**config.mk**
```make
export PLATFORM = sky130hd
export DESIGN_NAME = apb_reg_slave
export DESIGN_NICKNAME = d
export VERILOG_FILES = /design/src/rtl/apb_reg_slave.sv
export SDC_FILE = /design/constraint.sdc
export NUM_CORES = 2
export LEC_CHECK = 0
export ABC_AREA = 0
export CAP_MARGIN = 30
export CORE_AREA = 2 2 251 253
export CTS_BUF_LIST = sky130_fd_sc_hd__clkbuf_4 sky130_fd_sc_hd__clkbuf_8
export DETAILED_ROUTE_END_ITERATION = 8
export DIE_AREA = 0 0 253 255
export PLACE_DENSITY = 0.76
export SLEW_MARGIN = 20
export SYNTH_ARGS = -nofsm -noshare
export SYNTH_HDL_FRONTEND = slang
export SYNTH_SLANG_ARGS = --single-unit
```
**constraint.sdc**
```tcl
create_clock -name PCLK -period 2.45 [get_ports PCLK]
set_clock_uncertainty 0.05 [all_clocks]
set_input_delay 0.3675 -clock PCLK [delete_from_list [all_inputs] [get_ports PCLK]]
set_output_delay 0.3675 -clock PCLK [all_outputs]
set_load 0.02 [all_outputs]
```
**src/rtl/apb_reg_slave.sv**
```systemverilog
// APB register slave: a parameterised register file behind an APB completer.
// Register 0 is a constant ID and register 1 mirrors hardware status; both are
// read-only. Registers 2 and up are RW flops.
// Every accepted transfer takes WAIT_STATES+2 cycles: one setup cycle, then
// WAIT_STATES cycles with PREADY low, then one cycle with PREADY high.
module apb_reg_slave #(
    parameter int          ADDR_WIDTH  = 13,
    parameter int          DATA_WIDTH  = 32,
    parameter int          NUM_REGS    = 16,
    parameter int          WAIT_STATES = 1,
    parameter logic [31:0] ID_VALUE    = 32'hA9B0_0001
) (
    input  logic                           PCLK,
    input  logic                           PRESET,
    input  logic                           PSEL,
    input  logic                           PENABLE,
    input  logic                           PWRITE,
    input  logic [ADDR_WIDTH-1:0]          PADDR,
    input  logic [DATA_WIDTH-1:0]          PWDATA,
    output logic [DATA_WIDTH-1:0]          PRDATA,
    output logic                           PREADY,
    output logic                           PSLVERR,
    input  logic [DATA_WIDTH-1:0]          status_i,
    output logic [NUM_REGS*DATA_WIDTH-1:0] regs_o,
    output logic                           wr_pulse_o,
    output logic [7:0]                     wr_index_o
);

    // Number of byte-offset bits below the register index.
    localparam int ALIGN = $clog2(DATA_WIDTH / 8);
    // Number of bits in the register index.
    localparam int IDXW  = $clog2(NUM_REGS);
    // Mask that selects the byte-offset bits of an address.
    localparam logic [ADDR_WIDTH-1:0] ALIGN_MASK = ADDR_WIDTH'(DATA_WIDTH / 8 - 1);
    // First byte address past the end of the register file.
    localparam logic [ADDR_WIDTH:0]   BYTE_LIMIT = (ADDR_WIDTH + 1)'(NUM_REGS * (DATA_WIDTH / 8));

    typedef enum logic [1:0] {ST_IDLE, ST_WAIT, ST_RESP} state_t;

    state_t                               state;
    logic [3:0]                           wait_cnt;
    logic [ADDR_WIDTH-1:0]                addr_q;
    logic                                 wr_q;
    logic [DATA_WIDTH-1:0]                wdata_q;
    logic [DATA_WIDTH-1:0]                status_q;
    logic [NUM_REGS-1:2][DATA_WIDTH-1:0]  rw_q;

    // Decode inputs. With no wait states the response is computed at the
    // setup edge itself, so the decoder looks at the live bus in ST_IDLE and
    // at the captured copy in every other state.
    logic [ADDR_WIDTH-1:0] dec_addr;
    logic                  dec_wr;
    logic [DATA_WIDTH-1:0] dec_status;
    logic [IDXW-1:0]       idx;
    logic                  acc_err;
    logic [DATA_WIDTH-1:0] rd_data;

    // Address decode, error classification and read-data mux.
    always_comb begin
        dec_addr   = (state == ST_IDLE) ? PADDR    : addr_q;
        dec_wr     = (state == ST_IDLE) ? PWRITE   : wr_q;
        dec_status = (state == ST_IDLE) ? status_i : status_q;
        idx        = dec_addr[ALIGN +: IDXW];
        acc_err    = (|(dec_addr & ALIGN_MASK))
                   | ({1'b0, dec_addr} >= BYTE_LIMIT)
                   | (dec_wr && (idx < IDXW'(2)));
        rd_data    = '0;
        if (idx == IDXW'(0)) begin
            rd_data = ID_VALUE[DATA_WIDTH-1:0];
        end else if (idx == IDXW'(1)) begin
            rd_data = dec_status;
        end
        for (int k = 2; k < NUM_REGS; k++) begin
            if (idx == IDXW'(k)) begin
                rd_data = rw_q[k];
            end
        end
    end

    // Transfer FSM with registered APB response and register-file update.
    always_ff @(posedge PCLK) begin
        if (PRESET) begin
            state      <= ST_IDLE;
            wait_cnt   <= '0;
            addr_q     <= '0;
            wr_q       <= 1'b0;
            wdata_q    <= '0;
            status_q   <= '0;
            PREADY     <= 1'b0;
            PSLVERR    <= 1'b0;
            PRDATA     <= '0;
            wr_pulse_o <= 1'b0;
            wr_index_o <= '0;
            rw_q       <= '0;
        end else begin
            wr_pulse_o <= 1'b0;
            case (state)
                ST_IDLE: begin
                    // A lone PENABLE without a setup cycle is not a transfer.
                    if (PSEL && !PENABLE) begin
                        addr_q   <= PADDR;
                        wr_q     <= PWRITE;
                        wdata_q  <= PWDATA;
                        status_q <= status_i;
                        if (WAIT_STATES == 0) begin
                            // No wait cycles: respond in the first access cycle.
                            wait_cnt <= '0;
                            state    <= ST_RESP;
                            PREADY   <= 1'b1;
                            PSLVERR  <= acc_err;
                            PRDATA   <= (acc_err || PWRITE) ? '0 : rd_data;
                        end else begin
                            wait_cnt <= 4'(WAIT_STATES);
                            state    <= ST_WAIT;
                        end
                    end
                end
                ST_WAIT: begin
                    if (!PSEL) begin
                        // Master withdrew the transfer: drop it silently.
                        wait_cnt <= '0;
                        state    <= ST_IDLE;
                    end else begin
                        wait_cnt <= wait_cnt - 4'd1;
                        if (wait_cnt == 4'd1) begin
                            state   <= ST_RESP;
                            PREADY  <= 1'b1;
                            PSLVERR <= acc_err;
                            PRDATA  <= (acc_err || wr_q) ? '0 : rd_data;
                        end
                    end
                end
                ST_RESP: begin
                    // PSLVERR still holds this transfer's error flag here.
                    if (wr_q && !PSLVERR) begin
                        for (int k = 2; k < NUM_REGS; k++) begin
                            if (idx == IDXW'(k)) begin
                                rw_q[k] <= wdata_q;
                            end
                        end
                        wr_pulse_o <= 1'b1;
                        wr_index_o <= 8'(idx);
                    end
                    PREADY  <= 1'b0;
                    PSLVERR <= 1'b0;
                    PRDATA  <= '0;
                    state   <= ST_IDLE;
                end
                default: state <= ST_IDLE;
            endcase
        end
    end

    // Read-only slices are live mirrors; RW slices come straight from flops.
    assign regs_o[0 +: DATA_WIDTH]                        = ID_VALUE[DATA_WIDTH-1:0];
    assign regs_o[DATA_WIDTH +: DATA_WIDTH]               = status_i;
    assign regs_o[NUM_REGS*DATA_WIDTH-1:2*DATA_WIDTH]     = rw_q;

endmodule

```
### Yosys cells after proc, flatten, opt, wreduce, memory -nomap -nowiden

Index checks and enable logic that the tools add are counted.
W data, S select, Z words.

* bitwise logic cells: 3
* magnitude comparators: 2
* add/subtract/negate cells: 1
* div/mod/pow operators: 0
* equal/unequal tests: 22
* mux-type cells: 37
* multiply operators: 0
* reductions and logical operators: 31
* shift-type cells: 0

Operator list (count)
* $mux W32: 20
* $pmux W32 S2: 1
* $reduce_and A3 Y1: 15
* $eq A4 B4 Y1 const B: 8
* $eq A4 B3 Y1 const B: 4
* $ge A13 B7 Y1 const B: 1
* $mux W13: 1
* $eq A4 B1 Y1 const B: 2
* $eq A4 B2 Y1 const B: 2
* $mux W4: 2
* $pmux W4 S2: 1
* $reduce_and A2 Y1: 4
* $mux W1: 6
* $mux W2: 3
* $logic_not A4 Y1: 1
* $lt A4 B2 Y1 const B: 1
* $ne A2 B2 Y1 const B: 2
* $pmux W1 S2: 2
* $pmux W2 S2: 1
* $reduce_bool A2 Y1: 2
* $reduce_or A2 Y1: 2
* $sub A4 B1 Y4 const B: 1
* $logic_and A1 B1 Y1: 3
* $ne A3 B3 Y1 const B: 1
* 8 further kinds: 10

* register bits: 571
* memory bits (writable): 0
* logic and storage cells: 121
* bits in read-only memories: 0
* bits in latches: 0
* output and inout port bits: 555
* memories kept: 0
* bits of input ports: 82

### Depth between registers and ports, before layout

* depth after elaboration: 23
* mapped depth: 12
* gate-level depth less buffers: 9

### Least setup slack after synthesis

Ideal clock, no wire load.

* kind: register to register
* start: reg wait_cnt[0]
* end: reg PRDATA[27]
* setup time: 130 ps
* cell stages (with the launch flop): 12
* required time: 2270 ps
* clock period less this slack: 2388 ps
* slack: 62 ps
* buffers on the path: 3
* data arrival time: 2208 ps
* path through: dfxtp_1 > ha_1 > or3b_1 > or2_1 > buf_2 > and2_1 > clkbuf_1 > buf_2 > nand2_2 > o21ai_1 > a2111oi_0 > a21oi_1

* word-level cells in the longest chain between the ends: 3

Ends and longest elaborated chain
* start, declared: line 41 `logic [3:0] wait_cnt;`
* start signal, assigned: line 113 `wait_cnt <= 4'(WAIT_STATES);`
* start signal, assigned: line 124 `wait_cnt <= wait_cnt - 4'd1;`
* $eq A4 B1 Y1: line 125 `if (wait_cnt == 4'd1) begin`
* $ne A2 B2 Y1 (no line)
* $reduce_and A3 Y1 (no line)
* end signal, assigned: line 111 `PRDATA <= (acc_err || PWRITE) ? '0 : rd_data;`
* end signal, assigned: line 129 `PRDATA <= (acc_err || wr_q) ? '0 : rd_data;`
* end, declared: line 20 `output logic [DATA_WIDTH-1:0] PRDATA,`

No other way between the ends.
A chain may end at the register's enable or synchronous reset.

### Worst setup path in the final report

* start: reg state[0]
* end: reg PRDATA[18]

* word-level cells in the longest chain between the ends: 23
* elaborated cells between the ends (all ways): 53
* those cells by class: order compare: 2; eq/ne: 19; mux: 23; bitwise: 2; reduce/logical: 7

Ends and longest elaborated chain
* start, declared: line 40 `state_t state;`
* start signal, assigned: line 83 `state <= ST_IDLE;`
* start signal, assigned: line 108 `state <= ST_RESP;`
* start signal, assigned: line 114 `state <= ST_WAIT;`
* $logic_not A2 Y1: line 60, 61, 62
* $mux W13: line 60 `dec_addr = (state == ST_IDLE) ? PADDR : addr_q;`
* $eq A4 B1 Y1: line 70 `end else if (idx == IDXW'(1)) begin`
* $mux W32: line 70
* $mux W32: line 68 `if (idx == IDXW'(0)) begin`
* $mux W32 (14 in series): line 74 `if (idx == IDXW'(k)) begin`
* $mux W32: line 129
* $mux W32: line 125
* $mux W32: line 119 `if (!PSEL) begin`
* $pmux W32 S2: line 97 `case (state)`

Several ways; a longest one is shown, not always the timed one. The select of a mux whose other input is x is not followed.

==> results.tsv <==
metric	value	unit
vdd_drop_max	410.7	uV
path_max_fanout	8	
pre_cts_slack	-0.7662	ns
grt_pass1_vias	27160	
mostFrequentLayoutCells	1063 x nand2_1, 599 x clkdlybuf4s50_1, 568 x dfxtp_1	
dr.pass1.iters	8	
cp-start-kind	flop	
post-route-cell-area	39900	um2
clockBufferDepth	3	
maxCapViolCount	0	
drc	0	
place_congestion	1.092	
r2r_cells	13	
avgSynthCellArea	7.581	um2
dieArea	64520	um2
drive_gt1_share	24.24	%
crit_required	3.01	ns
synth_top_cell_by_area	dfxtp_1	
power_frac_comb	12.5	%
area_growth_syn_to_layout	59.82	%
seq_power_share	44.5	%
ys_seq_area_share	45.79	%
vias	31120	
synthTopCellsByArea	dfxtp_1 46%, nand2_1 17%, a21oi_1 12%	
synth_ff_type	dfxtp_1	
grt_start_max_net_pins	133	
root_buffer	clkbuf_8	
p_sw	5.894	mW
path_class	flop to flop	
clk_pin_slew	0.07	ns
report.final.slew_viol_count	0	
worstPathArrival	3.29	ns
relSlewSlack	13.62	%
r2r_slack	-0.28	ns
synthCells	3293	
finalHoldViolations	0	
die_h	255	um
dieWidth	253	um
leakage	14.46	nW
drtIter0Drc	5565	
use_met1	52.40	%
clkPwrFrac	43.0	%
clock.fmax	0.3660	GHz
hold_depth	3	
viasPerCell	6.190	
critical-path-max-stage-delay	0.44	ns
grt_pass1_wl	192400	um
avgRoutedWirePerCell	29.38	um
crit_start	state[0]	
r2r_start	state[0]	
synthArstFlopShare	0	%
antenna_left	0	
numCtsBuffers	94	
fin_crit_sh	111.5	%
yosysUniqueCellTypes	79	
core_area	62160	um2
hold_class	input port to flop	
endpoint_kind	flop	
setup-violations-final	374	
status	finished with violations	
internal_power	15.59	mW
grtUsageTotal	40.81	%
antenna_found_initial	7	
yosysWarnings	0	
worstSkewPairLatency	0.72	ns
rr_endpoint	PRDATA[18]	
path_cells	buf_6 > clkbuf_16 > or4_4 > o31ai_4 > buf_12 > buf_6 > buf_12 > buf_12 > buf_6 > a222oi_1 > o22ai_1 > o21ai_1 > a221oi_1	
period_needed	2.732	ns
cts_tree	built	
layout_setup_ws	-0.2820	ns
timing.critical_path.to	PRDATA[18]	
port_buffers	600	
syn_area	24970	um2
place_area	33610	um2
busiest_layer	met2	
final_common_cell	nand2_1	
netSwitchingFraction	27.44	%
cts_max_level	3	
cts_sinks	571	
dp_hpwl	100200	um
power_density	538.4	nW/um2
final_nets	4235	
io_pins	637	
rows	92	
ys_seq_elements	571	
grt_overflow	0	
rsz0062_at_grt	yes	
synth-edff-count	0	
wl	147700	um
use_met3	13.87	%
cp_slowest_cell	or4_4	
use_met2	59.94	%
violations	setup timing	
start_util	40.16	%
synth_top_cell_area_share	45.79	%
worst_slew_pin_slew	1.294	ns
power groups by stage:
stage,combinational (mW),sequential (mW),clock [mW]
6_report,2.69,9.56,9.24
5_1_grt,2.75,9.54,9.58
4_1_cts,2.25,9.51,9.15
3_5_place_dp,2.06,9.72,0
2_1_floorplan,1.07,9.60,0
3_3_place_gp,2.06,9.71,0
sequential cells by signal, summed over array words and instances, names as in the netlist, 2 cells and up:
register / flops
PRDATA: 32
addr_q: 13
regs_o: 448
state: 2
status_q: 32
wait_cnt: 4
wdata_q: 32
wr_index_o: 4
critical path, delay by kind of cell (launching register included):
family	cells	cell delay (ns)
AOI/OAI and AO/OA	5	0.90
buffers and inverters	7	0.86
DFF	1	0.37
and+or+nand+nor	1	0.44
synth_stat cells, types with 7 or more instances:
library cell and n:
o22ai_1 43, mux2i_1 30, nor2_2 11, buf_4 102, o21ai_0 80, a2bb2oi_1 9, a22oi_1 46, a222oi_1 24
buf_2 78, nor4_1 9, o21ai_1 16, mux2_2 10, a21oi_1 609, dfxtp_1 571, nand2_1 1156, a221oi_1 38
o2111ai_1 12, nor2_1 59, nor3_1 9, nand3_1 10, o221ai_1 14, a22o_1 22, nor3_2 7, a211oi_1 10
clkbuf_1 179
how the worst min path moves through the flow:
stage,from,to
floorplan,status_q[24],status_q[24]
global placement,status_q[24],status_q[24]
detailed placement,PRDATA[1],PRDATA[1]
CTS,PWDATA[30],wdata_q[30]
global route,PWDATA[4],wdata_q[4]
finish,PWDATA[6],wdata_q[6]
through the flow:
stage	total power [mW]	TNS, ns	util [%]	std cells	hold WS (ns)
2_1_floorplan	10.66	0	-	3327	0.3819
3_3_place_gp	11.77	-200.19	54.07	4697	0.3896
3_5_place_dp	11.78	-212.07	54.07	4697	0.3951
4_1_cts	20.91	-2.911	59.04	4913	0.1289
5_1_grt	21.88	-47.83	64.18	5027	0.1745
6_report	21.48	-29.83	64.19	5028	0.1434
per-layer routing:
metal | up-vias | share of wire [%]
met5 | - | 0.020
met4 | 4 | 8.4
met3 | 731 | 16
met2 | 2890 | 41
met1 | 14570 | 35
li1 | 12930 | -
final cells by class:
class,instances,area (um2)
inverters,5,18.77
diodes,5,12.51
multi-input cells,2386,13730
repair buffers,1093,11650
clock buffers,156,1947
clock inverters,13,102.6
well taps,799,999.7
flip-flops and latches,571,11440
fillers,4973,22260
timing repair:
item                                   in CTS  in global routing
endpoints found under the hold margin      40                  0
gates resized for setup                   124                457
buffers inserted                           42                 91
pin swaps                                  32                207
hold buffers                                1                  0
setup endpoints to repair                 451                376
cloned                                      7                 30
cell families after synthesis:
group / synth area share [%]
and+or+nand+nor: 20.78
AOI/OAI and AO/OA: 23.98
DFF: 45.79
buffers and inverters: 7.668
muxes: 1.654
adders and majority gates: 0.1002
other: 0.03008
No activity file was read; power rests on OpenSTA's default activity.
